$ cat src/rtl/mem_arbiter.sv
// Shares one memory port between the instruction and data buses, one transaction at a time.
// Define MEM_ARB_ROUND_ROBIN_EN for round-robin tie-breaking; otherwise D beats I on every tie.
module mem_arbiter #(
    parameter int AW = 64,
    parameter int DW = 64
) (
    input  logic            clk,
    input  logic            reset,

    input  logic            i_valid,
    input  logic [AW-1:0]   i_addr,
    output logic            i_addr_ok,
    output logic            i_data_ok,
    output logic [31:0]     i_data,

    input  logic            d_valid,
    input  logic [AW-1:0]   d_addr,
    input  logic [2:0]      d_size,
    input  logic [DW/8-1:0] d_strobe,
    input  logic [DW-1:0]   d_wdata,
    output logic            d_addr_ok,
    output logic            d_data_ok,
    output logic [DW-1:0]   d_rdata,

    output logic            m_valid,
    output logic [AW-1:0]   m_addr,
    output logic [2:0]      m_size,
    output logic [DW/8-1:0] m_strobe,
    output logic [DW-1:0]   m_wdata,
    input  logic            m_addr_ok,
    input  logic            m_data_ok,
    input  logic [DW-1:0]   m_rdata
);

    typedef enum logic [1:0] {
        IDLE = 2'd0,
        ADDR = 2'd1,
        DATA = 2'd2
    } state_t;

    // owner / last_grant encoding: 0 = instruction bus, 1 = data bus
    state_t          state_q, state_d;
    logic            owner_q, owner_d;
    logic            last_grant_q, last_grant_d;
    logic            m_valid_q, m_valid_d;
    logic [AW-1:0]   req_addr_q, req_addr_d;
    logic [2:0]      req_size_q, req_size_d;
    logic [DW/8-1:0] req_strobe_q, req_strobe_d;
    logic [DW-1:0]   req_wdata_q, req_wdata_d;

    logic            grant_to_d;
    logic            addr_hs;
    logic            data_hs;

`ifdef MEM_ARB_ROUND_ROBIN_EN
    assign grant_to_d = d_valid && (!i_valid || !last_grant_q);
`else
    assign grant_to_d = d_valid;
`endif

    always_comb begin
        state_d      = state_q;
        owner_d      = owner_q;
        last_grant_d = last_grant_q;
        req_addr_d   = req_addr_q;
        req_size_d   = req_size_q;
        req_strobe_d = req_strobe_q;
        req_wdata_d  = req_wdata_q;
        unique case (state_q)
            IDLE: begin
                if (i_valid || d_valid) begin
                    state_d      = ADDR;
                    owner_d      = grant_to_d;
                    last_grant_d = grant_to_d;
                    if (grant_to_d) begin
                        req_addr_d   = d_addr;
                        req_size_d   = d_size;
                        req_strobe_d = d_strobe;
                        req_wdata_d  = d_wdata;
                    end else begin
                        req_addr_d   = i_addr;
                        req_size_d   = 3'b010;
                        req_strobe_d = '0;
                        req_wdata_d  = '0;
                    end
                end
            end
            ADDR: begin
                if (m_addr_ok) begin
                    state_d = m_data_ok ? IDLE : DATA;
                end
            end
            DATA: begin
                if (m_data_ok) begin
                    state_d = IDLE;
                end
            end
            default: state_d = IDLE;
        endcase
        m_valid_d = (state_d == ADDR);
    end

    always_ff @(posedge clk) begin
        if (!reset) begin
            state_q      <= IDLE;
            owner_q      <= 1'b0;
            last_grant_q <= 1'b0;
            m_valid_q    <= 1'b0;
            req_addr_q   <= '0;
            req_size_q   <= '0;
            req_strobe_q <= '0;
            req_wdata_q  <= '0;
        end else begin
            state_q      <= state_d;
            owner_q      <= owner_d;
            last_grant_q <= last_grant_d;
            m_valid_q    <= m_valid_d;
            req_addr_q   <= req_addr_d;
            req_size_q   <= req_size_d;
            req_strobe_q <= req_strobe_d;
            req_wdata_q  <= req_wdata_d;
        end
    end

    // Handshakes are suppressed while reset is low so an abandoned transaction never completes.
    assign addr_hs = reset && (state_q == ADDR) && m_addr_ok;
    assign data_hs = reset && (((state_q == ADDR) && m_addr_ok && m_data_ok) ||
                               ((state_q == DATA) && m_data_ok));

    assign i_addr_ok = addr_hs && !owner_q;
    assign d_addr_ok = addr_hs &&  owner_q;
    assign i_data_ok = data_hs && !owner_q;
    assign d_data_ok = data_hs &&  owner_q;
    assign i_data    = i_data_ok ? m_rdata[31:0] : '0;
    assign d_rdata   = d_data_ok ? m_rdata : '0;

    assign m_valid  = m_valid_q;
    assign m_addr   = req_addr_q;
    assign m_size   = req_size_q;
    assign m_strobe = req_strobe_q;
    assign m_wdata  = req_wdata_q;

endmodule
$ cat config.mk
export PLATFORM = sky130hd
export DESIGN_NAME = mem_arbiter
export DESIGN_NICKNAME = d
export VERILOG_FILES = /design/src/rtl/mem_arbiter.sv
export SDC_FILE = /design/constraint.sdc
export NUM_CORES = 1
export LEC_CHECK = 0
export BUFFER_PORTS_ARGS = -buffer_cell sky130_fd_sc_hd__clkbuf_2
export CAP_MARGIN = 20
export CORE_AREA = 5 5 198 200
export CTS_CLUSTER_DIAMETER = 50
export DETAILED_ROUTE_END_ITERATION = 10
export DIE_AREA = 0 0 203 205
export HOLD_SLACK_MARGIN = 0.03
export PLACE_DENSITY_LB_ADDON = 0.3
export SKIP_LAST_GASP = 1
export SLEW_MARGIN = 0
export SYNTH_ARGS = -nofsm -noshare
export SYNTH_HDL_FRONTEND = slang
export SYNTH_SLANG_ARGS = --single-unit
export TNS_END_PERCENT = 5
$ cat constraint.sdc
create_clock -name clk -period 2.4 [get_ports clk]
set_input_delay 0.36 -clock clk [delete_from_list [all_inputs] [get_ports clk]]
set_output_delay 0.36 -clock clk [all_outputs]
set_load 0.005 [all_outputs]
==> results of run 1 <==
## state kept, by name, summed over array words and instances, names as in the netlist
register / cells
owner_q: 1
m_addr: 64
m_strobe: 8
state_q: 2
m_size: 3
m_wdata: 64
m_valid: 1
## synthesized netlist by cell type (2+ instances only)
cell and count:
clkbuf_2 3, buf_1 4, dfxtp_1 143, and2_1 3, a21oi_1 140, nor2b_1 2, nand2_1 75, and3_1 97
buf_2 19, nor2_1 5, o21ai_0 75, buf_4 9, a211oi_1 66, mux2i_1 64, clkbuf_1 52
## final timing paths
path / startpoint / endpoint / slack [ns] / cells past startpoint
worst max-delay path: state_q[0] / d_rdata[55] / 0.15 / 5
worst min-delay path: m_data_ok / state_q[1] / 0.14 / 2
worst max register to register: state_q[1] / m_addr[3] / 0.69 / 4
worst min register to register: m_wdata[49] / m_wdata[49] / 0.47 / 2
## routing by layer
| layer | share of wire, % | wire, µm | global-route usage (%) |
|---|---|---|---|
| met1 | 40 | 12100 | 15.8 |
| met2 | 52 | 15500 | 24.3 |
| met3 | 6.9 | 2080 | 3.69 |
| met4 | 1.2 | 365 | 3.49 |
| met5 | 0.037 | 11 | 0 |
## worst reg2reg max path, stage by stage, from the launching register on
cell and delay, ns:
dfxtp_2 0.36, or2_2 0.34, nor2_4 0.48, buf_12 0.26, a211oi_1 0.11
## power by group through the flow
stage               clock network [mW]  logic [mW]  registers, mW
finish                            2.70        1.32           2.69
global route                      2.89        1.46           2.71
global placement                     0        1.33           2.73
CTS                               2.80        1.35           2.69
detailed placement                   0        1.34           2.74
floorplan                            0       0.593           2.75
## cells by family (layout without fill, tap and decap cells)
kind of cell	Yosys count	in the layout	synth area share [%]
AOI/OAI and AO/OA	284	284	24.7
buffers and inverters	89	566	6.22
muxes	64	64	9.89
and+or+nand+nor	187	187	15.0
DFF	143	143	44.2
## through the flow
step	util [%]	std cells	total power [mW]
detailed placement	25.7	1686	4.08
CTS	27.3	1718	6.84
global route	27.3	1718	7.07
global placement	25.7	1686	4.06
floorplan	-	767	3.34
finish	27.3	1718	6.70
## cell type report
cell class	count	area (µm²)	area share, %
Clock buffer	18	429	4.22
Clock inverter	14	160	1.58
Inverter	1	6.26	0.0616
Multi-Input combinational cell	535	3240	31.9
Sequential cell	143	2870	28.2
Tap cell	474	593	5.84
Timing Repair Buffer	533	2860	28.2
## what timing repair did
| item | CTS | global route |
|---|---|---|
| setup endpoints to repair | 88 | 88 |
| pin swaps | 0 | 0 |
| gates resized for setup | 4 | 3 |
==> metrics.yaml, run 1 <==
rsz0062_at_grt: "false"
synth_seq_area_share_pct: 44.2
cts.sinks: 143
path_cells: "and3b_1 > o211a_1 > buf_12 > and3_1 > clkbuf_2"
stdcell_area_um2: 10200
wl_per_cell_um: 17.5
power.density_nw_per_um2: 660
drt_iter0_drc: 563
critPathMaxStageDelay_ns: 0.42
die_w_um: 203
yosysTopAreaCell: "dfxtp_1"
gr-total-overflow: 0
synth_top_area_share_pct: 44.2
path_max_fanout: 65
layout_commonest_cell: "clkbuf_2"
synthArstFlopShare_pct: 0
area_growth_pct: 56.8
ant_nets: 0
fillers: 4093
drcViolationCount: 0
start_util_pct: 17.4
critPathCaptureType: "output pin"
syn_nets: 1040
nets: 1504
die_y_um: 205
drtPass1Iterations: 5
timing.final.ws_setup_ns: 0.154
htree_num_levels: 4
internal_power_mw: 4.73
critPathBufInv: 2
pre_cts_ws_ns: 0.321
p_clk_share_pct: 40.2
cp.required_ns: 2.04
coreArea_um2: 37200
seqPwrFrac_pct: 40.1
gp_congestion: 0.811
setup_viol: 0
crit_slowest_cell: "dfxtp_2"
syn_avg_cell_area_um2: 8.45
status: "completed"
grt_first_pass_wirelength_um: 43500
cts_made_buffers: 17
peakVddDrop_mv: 0.443
mostFrequentLayoutCells: "511 x clkbuf_2, 141 x dfxtp_1, 140 x a21oi_1"
drv_cap: 0
drive_above_1_share_pct: 46.2
cts_setup_buffers: 0
finalSetupTns_ns: 0
relSlewSlack_pct: 50.8
hpwl_um: 22600
path_clk_slew_ns: 0.07
switching_share_pct: 29.4
clockBufferDepth: 2
drt-vias-per-instance: 4.36
post-route-period-util_pct: 93.6
finalHoldViolations: 0
clock-skew-final_ns: 0.00878
place_area_um2: 9550
cts_tree: "done"
antenna_found_initial: 1
synth-seq-cells: 143
clock_latency_ns: 0.43
crit_family: "simple AND/OR/NAND/NOR gates"
worstSetupPathType: "flip-flop to output pin"
ys.warnings.count: 0
synth.area.top_cells: "dfxtp_1 44%, a21oi_1 11%, mux2i_1 9.9%"
crit_arrival_ns: 1.89
period_needed_ns: 2.25
whs_ns: 0.135
portBuffers: 512
synth_area_um2: 6480
synthCells: 767
power_leakage_nw: 5.31
drt_wl_total_um: 30100
rows: 71
maxSlewViolCount: 0
cts-root-buf: "clkbuf_16"
io_pins: 513
vias: 7489
grt_util_all_layers_pct: 13.5
power_frac_comb_pct: 19.7
synth_cell_type_count: 25
hold_class: "input pin to flip-flop"
ctsHoldBuffers: 0
worst_slew_pin_slew_ns: 0.738
synth_edf_count: 0
max_freq_ghz: 0.445
grt_max_degree: 143
switchingPower_mw: 1.97
critPathLaunchType: "flip-flop"
ys.flop_type: "dfxtp_1"
dieArea_um2: 41600
grt_pass1_vias: 7327
diodes: 0
No activity file was read; power rests on OpenSTA's default activity.
==> inputs of run 2 (changes only) <==
--- a/config.mk
+++ b/config.mk
@@ -5,12 +5,13 @@
 export SDC_FILE = /design/constraint.sdc
 export NUM_CORES = 1
 export LEC_CHECK = 0
+export ABC_AREA = 1
 export BUFFER_PORTS_ARGS = -buffer_cell sky130_fd_sc_hd__clkbuf_2
 export CAP_MARGIN = 20
-export CORE_AREA = 5 5 198 200
+export CORE_AREA = 5 5 194 196
 export CTS_CLUSTER_DIAMETER = 50
 export DETAILED_ROUTE_END_ITERATION = 10
-export DIE_AREA = 0 0 203 205
+export DIE_AREA = 0 0 199 201
 export HOLD_SLACK_MARGIN = 0.03
 export PLACE_DENSITY_LB_ADDON = 0.3
 export SKIP_LAST_GASP = 1
==> run 2 against run 1 <==
- via count grew 11%
- sequential cell count is the same
- wire length shrank 6.7%
- die area shrank 3.9%
- fmax grew 3.4%
- worst hold slack gained 0.033 ns
- synthesized cell count grew 50%
- sequential power is essentially flat
- area after synthesis grew 7.5%
- utilization grew 1.9 points
- critical path type unchanged
- highest routed layer unchanged
==> metrics.yaml, run 2 <==
status: "completed"
post-route-period-util_pct: 90.5  # -3.1 points
cp.required_ns: 2.04  # about the same
pre_cts_ws_ns: 0.579  # +0.258 ns
htree_num_levels: 4  # unchanged
power_leakage_nw: 6.06  # +14%
vias: 8296  # +11%
drt-vias-per-instance: 3.96  # -9.2%
setup_viol: 0  # unchanged
place_area_um2: 9890  # +3.5%
worstSetupPathType: "flip-flop to output pin"
crit_slowest_cell: "dfxtp_1"
synthCells: 1150  # +50%
mostFrequentLayoutCells: "511 x clkbuf_2, 402 x nand2_1, 228 x nor2_1"
dieArea_um2: 40000  # -3.9%
period_needed_ns: 2.17  # -0.0736 ns
grt_max_degree: 140  # -2.1%
drive_above_1_share_pct: 34.5  # -12 points
grt_first_pass_wirelength_um: 42800  # -1.6%
grt_pass1_vias: 8031  # +9.6%
clockBufferDepth: 2  # unchanged
reg2reg_slack_ns: 0.77  # +0.08 ns
path_clk_slew_ns: 0.07  # about the same
wl_per_cell_um: 13.4  # -24%
ant_nets: 0  # unchanged
hpwl_um: 21300  # -5.4%
final_cells: 2097  # +22%
finalHoldViolations: 0  # unchanged
clock-skew-final_ns: 0.00625  # -0.00254 ns
area_growth_pct: 50.7
timing.rr.start: "state_q[0]"
die_y_um: 201  # -2.0%
timing.final.ws_setup_ns: 0.228  # +0.0736 ns
rsz0062_at_grt: "false"
ys.warnings.count: 0  # unchanged
synth_edf_count: 0  # unchanged
critPathLaunchType: "flip-flop"
die_w_um: 199  # -2.0%
maxSlewViolCount: 0  # unchanged
synth_cell_type_count: 16  # -36%
cts-root-buf: "clkbuf_16"
synthArstFlopShare_pct: 0  # unchanged
crit_arrival_ns: 1.81  # -0.08 ns
gp_congestion: 0.956  # +18%
gr-total-overflow: 0  # unchanged
io_pins: 513  # unchanged
portBuffers: 512  # unchanged
peakVddDrop_mv: 0.466  # +5.3%
antenna_found_initial: 2  # +1
drt_iter0_drc: 392  # -30%
synth_top_area_share_pct: 41.1  # -3.1 points
synth_seq_area_share_pct: 41.1  # -3.1 points
syn_avg_cell_area_um2: 6.05  # -28%
synth_area_um2: 6960  # +7.5%
syn_nets: 1423  # +37%
crit_start: "state_q[0]"
stdcell_area_um2: 10500  # +3.3%
r2r_end: "m_addr[31]"
grt_util_all_layers_pct: 13.5  # about the same
hold_class: "input pin to flip-flop"
cts_made_buffers: 17  # unchanged
worst_slew_pin_slew_ns: 0.663  # -0.0752 ns
clock_latency_ns: 0.44  # about the same
finalSetupTns_ns: 0  # unchanged
cts_tree: "done"
layout_commonest_cell: "clkbuf_2"
synth-seq-cells: 143  # unchanged
critPathMaxStageDelay_ns: 0.48  # +0.06 ns
critPathCaptureType: "output pin"
timing.critical_path.mode_cell: "nand2_1"
relSlewSlack_pct: 55.8  # +5.0 points
synth_common_cells: "402 x nand2_1, 228 x nor2_1, 143 x dfxtp_1, 135 x inv_1, 80 x a21oi_1"
post-synth-top-count-cell: "nand2_1"
nets: 1888  # +26%
drv_cap: 0  # unchanged
drtPass1Iterations: 5  # unchanged
cts_setup_buffers: 0  # unchanged
drt_wl_total_um: 28100  # -6.7%
yosysTopAreaCell: "dfxtp_1"
cts.sinks: 143  # unchanged
path_cells: "inv_2 > nand2_1 > nand2_1 > nand3_2 > buf_6 > nor2_1 > clkbuf_2"
path_max_fanout: 65  # unchanged
synth.area.top_cells: "dfxtp_1 41%, nand2_1 22%, nor2_1 12%"
max_freq_ghz: 0.460  # +3.4%
ys.flop_type: "dfxtp_1"
rows: 70  # -1.4%
coreArea_um2: 35900  # -3.5%
power.density_nw_per_um2: 652  # -1.2%
drcViolationCount: 0  # unchanged
numPlacedInstances: 2064  # +22%
endpoint: "d_rdata[3]"
rr_worst_depth: 6  # +2
start_util_pct: 19.4  # +2.0 points
## run 2: power by group
part           switching [mW]  internal [mW]  total [mW]
logic                   0.825          0.585        1.41
registers               0.112           2.59        2.70
clock network            1.16           1.57        2.73
## run 2: timing repair
item / in CTS / in global routing
endpoints found under the setup margin: 0 / 65
hold buffers: 0 / 0
resized for setup: 0 / 1
## run 2: how the worst min path moves through the flow
stage | end | from | cells past startpoint
floorplan | m_size[0] | m_size[0] | 2
global placement | m_wdata[5] | m_wdata[5] | 2
detailed placement | m_wdata[56] | m_wdata[56] | 2
CTS | m_wdata[5] | d_wdata[5] | 3
global route | m_wdata[46] | d_wdata[46] | 3
finish | m_wdata[5] | d_wdata[5] | 3
## run 2: critical path, delay by kind of cell (launching register included)
| kind | cells | cell delay [ns] |
|---|---|---|
| DFF | 1 | 0.48 |
| and+or+nand+nor | 4 | 0.33 |
| buffers and inverters | 3 | 0.54 |
## run 2: logic make-up (layout without fill, tap and decap cells)
logic type,after synthesis,in the layout,synth area share [%]
AND/OR/NAND/NOR,710,710,39.8
AO/OA/AOI/OAI,81,81,5.82
other,0,1,0
buffers and inverters,216,694,13.2
flip-flops,143,143,41.1
## run 2: final cells by class
| type | count | area (µm²) |
|---|---|---|
| fill | 4049 | 25400 |
| multi-input combinational | 791 | 3200 |
| sequential | 143 | 2860 |
| timing repair buffer | 525 | 2730 |
| tap | 468 | 586 |
| inverter | 137 | 514 |
| clock buffer | 18 | 429 |
| clock inverter | 14 | 169 |
| antenna | 1 | 2.50 |
## run 2: stage by stage
step / hold WS [ns] / utilization [%] / total power, mW
after CTS: 0.124 / 29.2 / 7.01
after global placement: 0.447 / 27.5 / 4.17
after floorplan: 0.456 / - / 3.49
after detailed placement: 0.452 / 27.5 / 4.19
after global routing: 0.140 / 29.2 / 7.30
final: 0.168 / 29.2 / 6.84
## run 2: metal layers
| layer | wire, µm | track usage (%) | part of all wire, % | vias up |
|---|---|---|---|---|
| met5 | 14 | 0 | 0.050 | - |
| met4 | 308 | 3.88 | 1.1 | 2 |
| met3 | 3150 | 6.18 | 11 | 22 |
| met2 | 13300 | 22.3 | 47 | 307 |
| met1 | 11300 | 15.7 | 40 | 3614 |
| li1 | - | - | - | 4351 |
